--- config.mk ---
export PLATFORM = sky130hd
export DESIGN_NAME = box_coord_sync
export DESIGN_NICKNAME = d
export VERILOG_FILES = /design/src/rtl/box_coord_sync.sv
export SDC_FILE = /design/constraint.sdc
export NUM_CORES = 1
export LEC_CHECK = 0
export CORE_ASPECT_RATIO = 0.7
export CORE_MARGIN = 2
export CORE_UTILIZATION = 38
export CTS_BUF_LIST = sky130_fd_sc_hd__clkbuf_4
export DETAILED_ROUTE_END_ITERATION = 12
export GPL_TIMING_DRIVEN = 0
export HOLD_SLACK_MARGIN = 0.03
export PLACE_DENSITY = 0.58
export SYNTH_ARGS = -nofsm -noshare
export SYNTH_HDL_FRONTEND = slang
export SYNTH_SLANG_ARGS = --single-unit
--- constraint.sdc ---
create_clock -name clk -period 5.11 [get_ports clk]
set_input_delay 1.2775 -clock clk [delete_from_list [all_inputs] [get_ports clk]]
set_output_delay 1.2775 -clock clk [all_outputs]
set_load 0.02 [all_outputs]
--- src/rtl/box_coord_sync.sv ---
//==============================================================================
// Module      : box_coord_sync
// Description : Frame-synchronous commit stage for the VGA box overlay.
//               Accepts face detections over valid/ready, sanitises them into
//               a one-deep pending slot, and on each frame_start commits them
//               to the overlay outputs with temporal smoothing and a coast /
//               timeout policy.
// Revision    : 1.0 - initial release
//==============================================================================
`timescale 1ns/1ps
`default_nettype none

module box_coord_sync #(
  parameter int IMG_WIDTH    = 768,
  parameter int IMG_HEIGHT   = 576,
  parameter int SMOOTH_SHIFT = 2,
  parameter int HOLD_FRAMES  = 8,
  parameter int MIN_SIZE     = 4
) (
  input  logic        clk,
  input  logic        reset,
  input  logic        frame_start,
  input  logic        det_valid,
  output logic        det_ready,
  input  logic [10:0] det_x,
  input  logic [10:0] det_y,
  input  logic [10:0] det_w,
  input  logic [10:0] det_h,
  output logic [10:0] box_x,
  output logic [10:0] box_y,
  output logic [10:0] box_w,
  output logic [10:0] box_h,
  output logic        box_en
);

  localparam int                MISS_W   = $clog2(HOLD_FRAMES + 1);
  localparam logic [MISS_W-1:0] HOLD_CNT = MISS_W'(HOLD_FRAMES);
  localparam logic [MISS_W-1:0] MISS_ONE = MISS_W'(1);
  localparam logic [10:0]       W_MAX    = 11'(IMG_WIDTH - 2);
  localparam logic [10:0]       H_MAX    = 11'(IMG_HEIGHT - 2);
  localparam logic [10:0]       X_LAST   = 11'(IMG_WIDTH - 1);
  localparam logic [10:0]       Y_LAST   = 11'(IMG_HEIGHT - 1);
  localparam logic [10:0]       MIN_SZ   = 11'(MIN_SIZE);

  typedef enum logic [1:0] {
    IDLE  = 2'd0,
    TRACK = 2'd1,
    COAST = 2'd2
  } state_t;

  state_t state, state_nx;

  logic [MISS_W-1:0] miss, miss_nx, miss_inc;
  logic [10:0]       box_x_nx, box_y_nx, box_w_nx, box_h_nx;
  logic              box_en_nx;

  // Pending slot
  logic        pend_full;
  logic        ready_en;
  logic [10:0] pend_x, pend_y, pend_w, pend_h;

  // Sanitised view of the incoming detection
  logic [10:0] w_even, h_even, w_cl, h_cl, w_half, h_half;
  logic [10:0] x_hi, y_hi, x_cl, y_cl;
  logic        reject, accept;

  // One step of first-order smoothing; a nonzero error always moves by at
  // least one pixel so the box converges exactly onto the target.
  function automatic logic [10:0] smooth(input logic [10:0] cur, input logic [10:0] tgt);
    logic signed [11:0] d;
    logic signed [11:0] step;
    d    = $signed({1'b0, tgt}) - $signed({1'b0, cur});
    step = d >>> SMOOTH_SHIFT;
    if (d != 12'sd0 && step == 12'sd0) begin
      step = d[11] ? -12'sd1 : 12'sd1;
    end
    return cur + step[10:0];
  endfunction

  // ready is held low for the first cycle after reset release, then tracks the slot
  assign det_ready = ready_en & ~pend_full;
  assign accept    = det_valid & det_ready;

  // Round size to even, clamp size to the image, then keep the box fully on screen
  always_comb begin
    w_even = {det_w[10:1], 1'b0};
    h_even = {det_h[10:1], 1'b0};
    w_cl   = (w_even > W_MAX) ? W_MAX : w_even;
    h_cl   = (h_even > H_MAX) ? H_MAX : h_even;
    w_half = {1'b0, w_cl[10:1]};
    h_half = {1'b0, h_cl[10:1]};
    x_hi   = X_LAST - w_half;
    y_hi   = Y_LAST - h_half;
    if (det_x < w_half)     x_cl = w_half;
    else if (det_x > x_hi)  x_cl = x_hi;
    else                    x_cl = det_x;
    if (det_y < h_half)     y_cl = h_half;
    else if (det_y > y_hi)  y_cl = y_hi;
    else                    y_cl = det_y;
    reject = (w_even < MIN_SZ) || (h_even < MIN_SZ);
  end

  // Pending slot: filled by a good transfer, emptied by any frame commit.
  // A transfer is only possible with the slot empty, so fill wins over clear.
  always_ff @(posedge clk) begin
    if (!reset) begin
      pend_full <= 1'b0;
      ready_en  <= 1'b0;
      pend_x    <= '0;
      pend_y    <= '0;
      pend_w    <= '0;
      pend_h    <= '0;
    end else begin
      ready_en <= 1'b1;
      if (accept && !reject) begin
        pend_full <= 1'b1;
        pend_x    <= x_cl;
        pend_y    <= y_cl;
        pend_w    <= w_cl;
        pend_h    <= h_cl;
      end else if (frame_start) begin
        pend_full <= 1'b0;
      end
    end
  end

  // Commit state register: FSM, miss counter and the overlay outputs
  always_ff @(posedge clk) begin
    if (!reset) begin
      state  <= IDLE;
      miss   <= '0;
      box_x  <= '0;
      box_y  <= '0;
      box_w  <= '0;
      box_h  <= '0;
      box_en <= 1'b0;
    end else begin
      state  <= state_nx;
      miss   <= miss_nx;
      box_x  <= box_x_nx;
      box_y  <= box_y_nx;
      box_w  <= box_w_nx;
      box_h  <= box_h_nx;
      box_en <= box_en_nx;
    end
  end

  assign miss_inc = miss + MISS_ONE;

  // Frame-boundary commit decisions; outside frame_start everything holds
  always_comb begin
    state_nx  = state;
    miss_nx   = miss;
    box_x_nx  = box_x;
    box_y_nx  = box_y;
    box_w_nx  = box_w;
    box_h_nx  = box_h;
    box_en_nx = box_en;
    if (frame_start) begin
      case (state)
        IDLE: begin
          if (pend_full) begin
            box_x_nx  = pend_x;
            box_y_nx  = pend_y;
            box_w_nx  = pend_w;
            box_h_nx  = pend_h;
            box_en_nx = 1'b1;
            miss_nx   = '0;
            state_nx  = TRACK;
          end
        end
        TRACK, COAST: begin
          if (pend_full) begin
            box_x_nx = smooth(box_x, pend_x);
            box_y_nx = smooth(box_y, pend_y);
            box_w_nx = smooth(box_w, pend_w);
            box_h_nx = smooth(box_h, pend_h);
            miss_nx  = '0;
            state_nx = TRACK;
          end else if (miss_inc == HOLD_CNT) begin
            box_en_nx = 1'b0;
            miss_nx   = '0;
            state_nx  = IDLE;
          end else begin
            miss_nx  = miss_inc;
            state_nx = COAST;
          end
        end
        default: begin
          box_en_nx = 1'b0;
          miss_nx   = '0;
          state_nx  = IDLE;
        end
      endcase
    end
  end

endmodule

`default_nettype wire

==> results.ini <==
[sta]
clock_skew_ps=26.8
finalSetupViolCount=0
grt_setup_unrepaired=no
timing.fmax_mhz=206
period_share=0.949
timing.final.hold_violations=0
layout_min_cycle_time_ps=4850
drv_slew=0
tightest_slew_ps=1020
max-slew-margin-rel=0.318
setup_tns_ps=0

[placement]
gp_congestion=0.900
portBuffers=91
hpwl_um=22600
dp_cells=1548

[worst_setup_path]
rr_startpoint=box_w[1]$_SDFFE_PN0P_
critPathKind=reg -> reg
cp-end-kind=flip-flop
arrival_ps=5250
r2r_setup_slack_ps=260
required_ps=5510
r2r-end=box_w[10]$_SDFFE_PN0P_
reg2reg_depth=18
crit_path_start_kind=flip-flop
cp_max_fo=5

[final_layout]
finalNonFillerCells=1565
layout-drive-gt1-share=0.0337
fin_util=0.447
nets=1433
area_delta_synth_final_pct=16.6

[floorplan]
initial_core_util=0.383
core_um2=23400
rows=47
io_pins=94
die_h_um=133
dieArea_um2=24900
die_w_um=188

[synth]
synthFlopType=dfxtp_1
synth_area_leader_cell=dfxtp_1
synth-seq-cells=95
yosys-top-cells-area=dfxtp_1 21%, ha_1 19%, nor2_1 4.9%
synth_cell_type_count=68
yosysTopAreaCellShare=0.212
synthCells=1137
yosysSeqAreaShare=0.212
postSynthAreaPerCell_um2=7.89
synth_edf_count=0
synth-async-reset-ratio=0
ys_warn_count=0
synthesis.area_um2=8970

[routing]
drt_iter0_markers=650
viasPerCell=5.52
drt-total-wl_um=28200
num_vias=8646
route.detailed.drc=0
ant_nets=0
wire_per_inst_um=18.0
first_pass_iters=5

[global_route]
antenna_found_initial=1
grt_pass1_vias=7819
grt.total_usage=0.226
grt_max_degree=18
grt_pass1_wl_um=44200
overflow=0

[power_and_ir_drop]
peakVddDrop_mv=0.0957
p_sw_frac=0.423
p_leak_nw=4.20
switchingPower_w=0.00104
p_int_w=0.00142
pwr-share-seq=0.335
clkPwrFrac=0.166
share_comb_of_total_power=0.499
power_density_nw_per_um2=235

[cts]
hold_buffers=0
clockBufferDepth=2
cts_tree=done
htreeDepth=3
cts_made_buffers=9
clk_latency_ps=510
cts-root-buf=clkbuf_4
cts_sinks=95
clkSlewWorstSetupHoldPaths_ps=160

[flow_run]
max_cap_viol_count=0

[worst_hold_path]
worst_hold_path.endpoint=pend_x[0]$_SDFFE_PN0P_
hp-start=pend_x[0]$_SDFFE_PN0P_
hold_depth=2
min_path_type=reg -> reg

[status]
status=finished, final reports clean

power groups by stage:
| stage | Sequential (W) | Combinational, W | Clock [W] |
|---|---|---|---|
| after global routing | 0.000828 | 0.00137 | 0.000452 |
| after global placement | 0.000838 | 0.00118 | 0 |
| after detailed placement | 0.000839 | 0.00119 | 0 |
| after CTS | 0.000823 | 0.00120 | 0.000420 |
| after floorplan | 0.000829 | 0.000898 | 0 |
| final | 0.000825 | 0.00123 | 0.000408 |
kinds of logic after synthesis:
| family | after synthesis | share of synthesized area |
|---|---|---|
| AO/OA/AOI/OAI | 336 | 0.254 |
| XOR/XNOR | 58 | 0.0566 |
| adder cells (fa/ha/maj) | 143 | 0.204 |
| buffers and inverters | 120 | 0.0503 |
| flip-flops | 95 | 0.212 |
| multiplexers | 40 | 0.0449 |
| other | 2 | 0.000837 |
| AND/OR/NAND/NOR | 343 | 0.177 |
stage by stage:
| stage | area (µm²) | power [W] | hold WS [ps] | setup slack [ps] |
|---|---|---|---|---|
| after CTS | 10400 | 0.00244 | 489 | 139 |
| final | 10500 | 0.00246 | 487 | 258 |
| after floorplan | 8980 | 0.00173 | 433 | 526 |
| after global placement | 10300 | 0.00202 | 452 | -307 |
| after detailed placement | 10300 | 0.00203 | 455 | -290 |
| after global routing | 10500 | 0.00265 | 530 | 3.47 |
sequential cells by signal, summed over array words and instances, names as in the netlist:
register and cells:
box_x 11, pend_y 11, state 2, box_h 11, ready_en 1, pend_full 1, pend_w 10, pend_x 11
pend_h 10, miss 4, box_w 11, box_y 11, box_en 1
cells in the final DEF (no fill, tap or decap), types with 11 or more instances in the layout:
cell type / synthesis / final
a211oi_1: 44 / 44
a21o_1: 25 / 25
a21oi_1: 80 / 79
a31oi_1: 12 / 12
clkbuf_1: 26 / 26
clkdlybuf4s50_1: 0 / 91
dfxtp_1: 95 / 93
ha_1: 137 / 137
inv_1: 85 / 85
mux2i_1: 38 / 38
nand2_1: 87 / 87
nand3_1: 25 / 25
nor2_1: 118 / 117
nor2b_1: 17 / 17
nor3_1: 30 / 29
o211ai_1: 15 / 15
o21a_1: 13 / 13
o21ai_0: 56 / 56
o221ai_1: 11 / 11
or3_1: 11 / 11
xnor2_1: 41 / 40
xor2_1: 17 / 17
cell usage after synthesis (9+ instances only):
library cell and number:
a211oi_1 44, o31ai_1 9, nor2_1 118, nand3_1 25
o21a_1 13, nor3_1 30, nand2_1 87, a21oi_1 80
a31oi_1 12, inv_1 85, o221ai_1 11, and3_1 9
mux2i_1 38, o21ai_0 56, or3_1 11, nor2b_1 17
xnor2_1 41, dfxtp_1 95, xor2_1 17, o211ai_1 15
clkbuf_1 26, ha_1 137, a21o_1 25
how the worst max path moves through the flow:
stage	start	end	slack [ps]	cells past startpoint
floorplan	box_w[1]$_SDFFE_PN0P_	box_w[10]$_SDFFE_PN0P_	530	18
global placement	det_h[9]	pend_y[5]$_SDFFE_PN0P_	-310	13
detailed placement	det_h[9]	pend_y[5]$_SDFFE_PN0P_	-290	13
CTS	box_w[1]$_SDFFE_PN0P_	box_w[10]$_SDFFE_PN0P_	140	18
global route	pend_y[0]$_SDFFE_PN0P_	box_y[10]$_SDFFE_PN0P_	3	19
finish	box_w[1]$_SDFFE_PN0P_	box_w[10]$_SDFFE_PN0P_	260	18
critical path, stage by stage (launching register included):
cell and delay [ps]:
dfxtp_2 420, inv_1 60, ha_1 280, nor2b_1 160
o31a_1 290, o31a_1 330, o31a_1 330, a221oi_2 320
xnor2_2 190, o41ai_2 120, ha_1 220, fa_1 420
a21oi_2 170, o211ai_1 130, o41a_1 380, a221o_1 340
a21o_1 170, and3_1 160, o31a_1 260
layer usage:
metal  vias to the layer above  track usage  wire (µm)
li1                       4349            -          -
met4                         0       0.0280        157
met2                       239        0.323      11100
met5                         -            0          0
met1                      4050        0.359      15300
met3                         8       0.0337       1650
final cells by class:
cell class / instances / area (µm²)
Clock inverter: 6 / 51.3
Inverter: 86 / 323
Antenna cell: 1 / 2.50
Sequential cell: 95 / 1900
Multi-Input combinational cell: 924 / 6670
Buffer: 34 / 129
Tap cell: 318 / 398
Clock buffer: 9 / 67.6
Fill cell: 2439 / 12900
Timing Repair Buffer: 92 / 918
timing repair:
item	CTS	global route
buffers inserted	0	1
setup endpoints to repair	0	7
gates resized for setup	0	10
No activity file was read; power rests on OpenSTA's default activity.
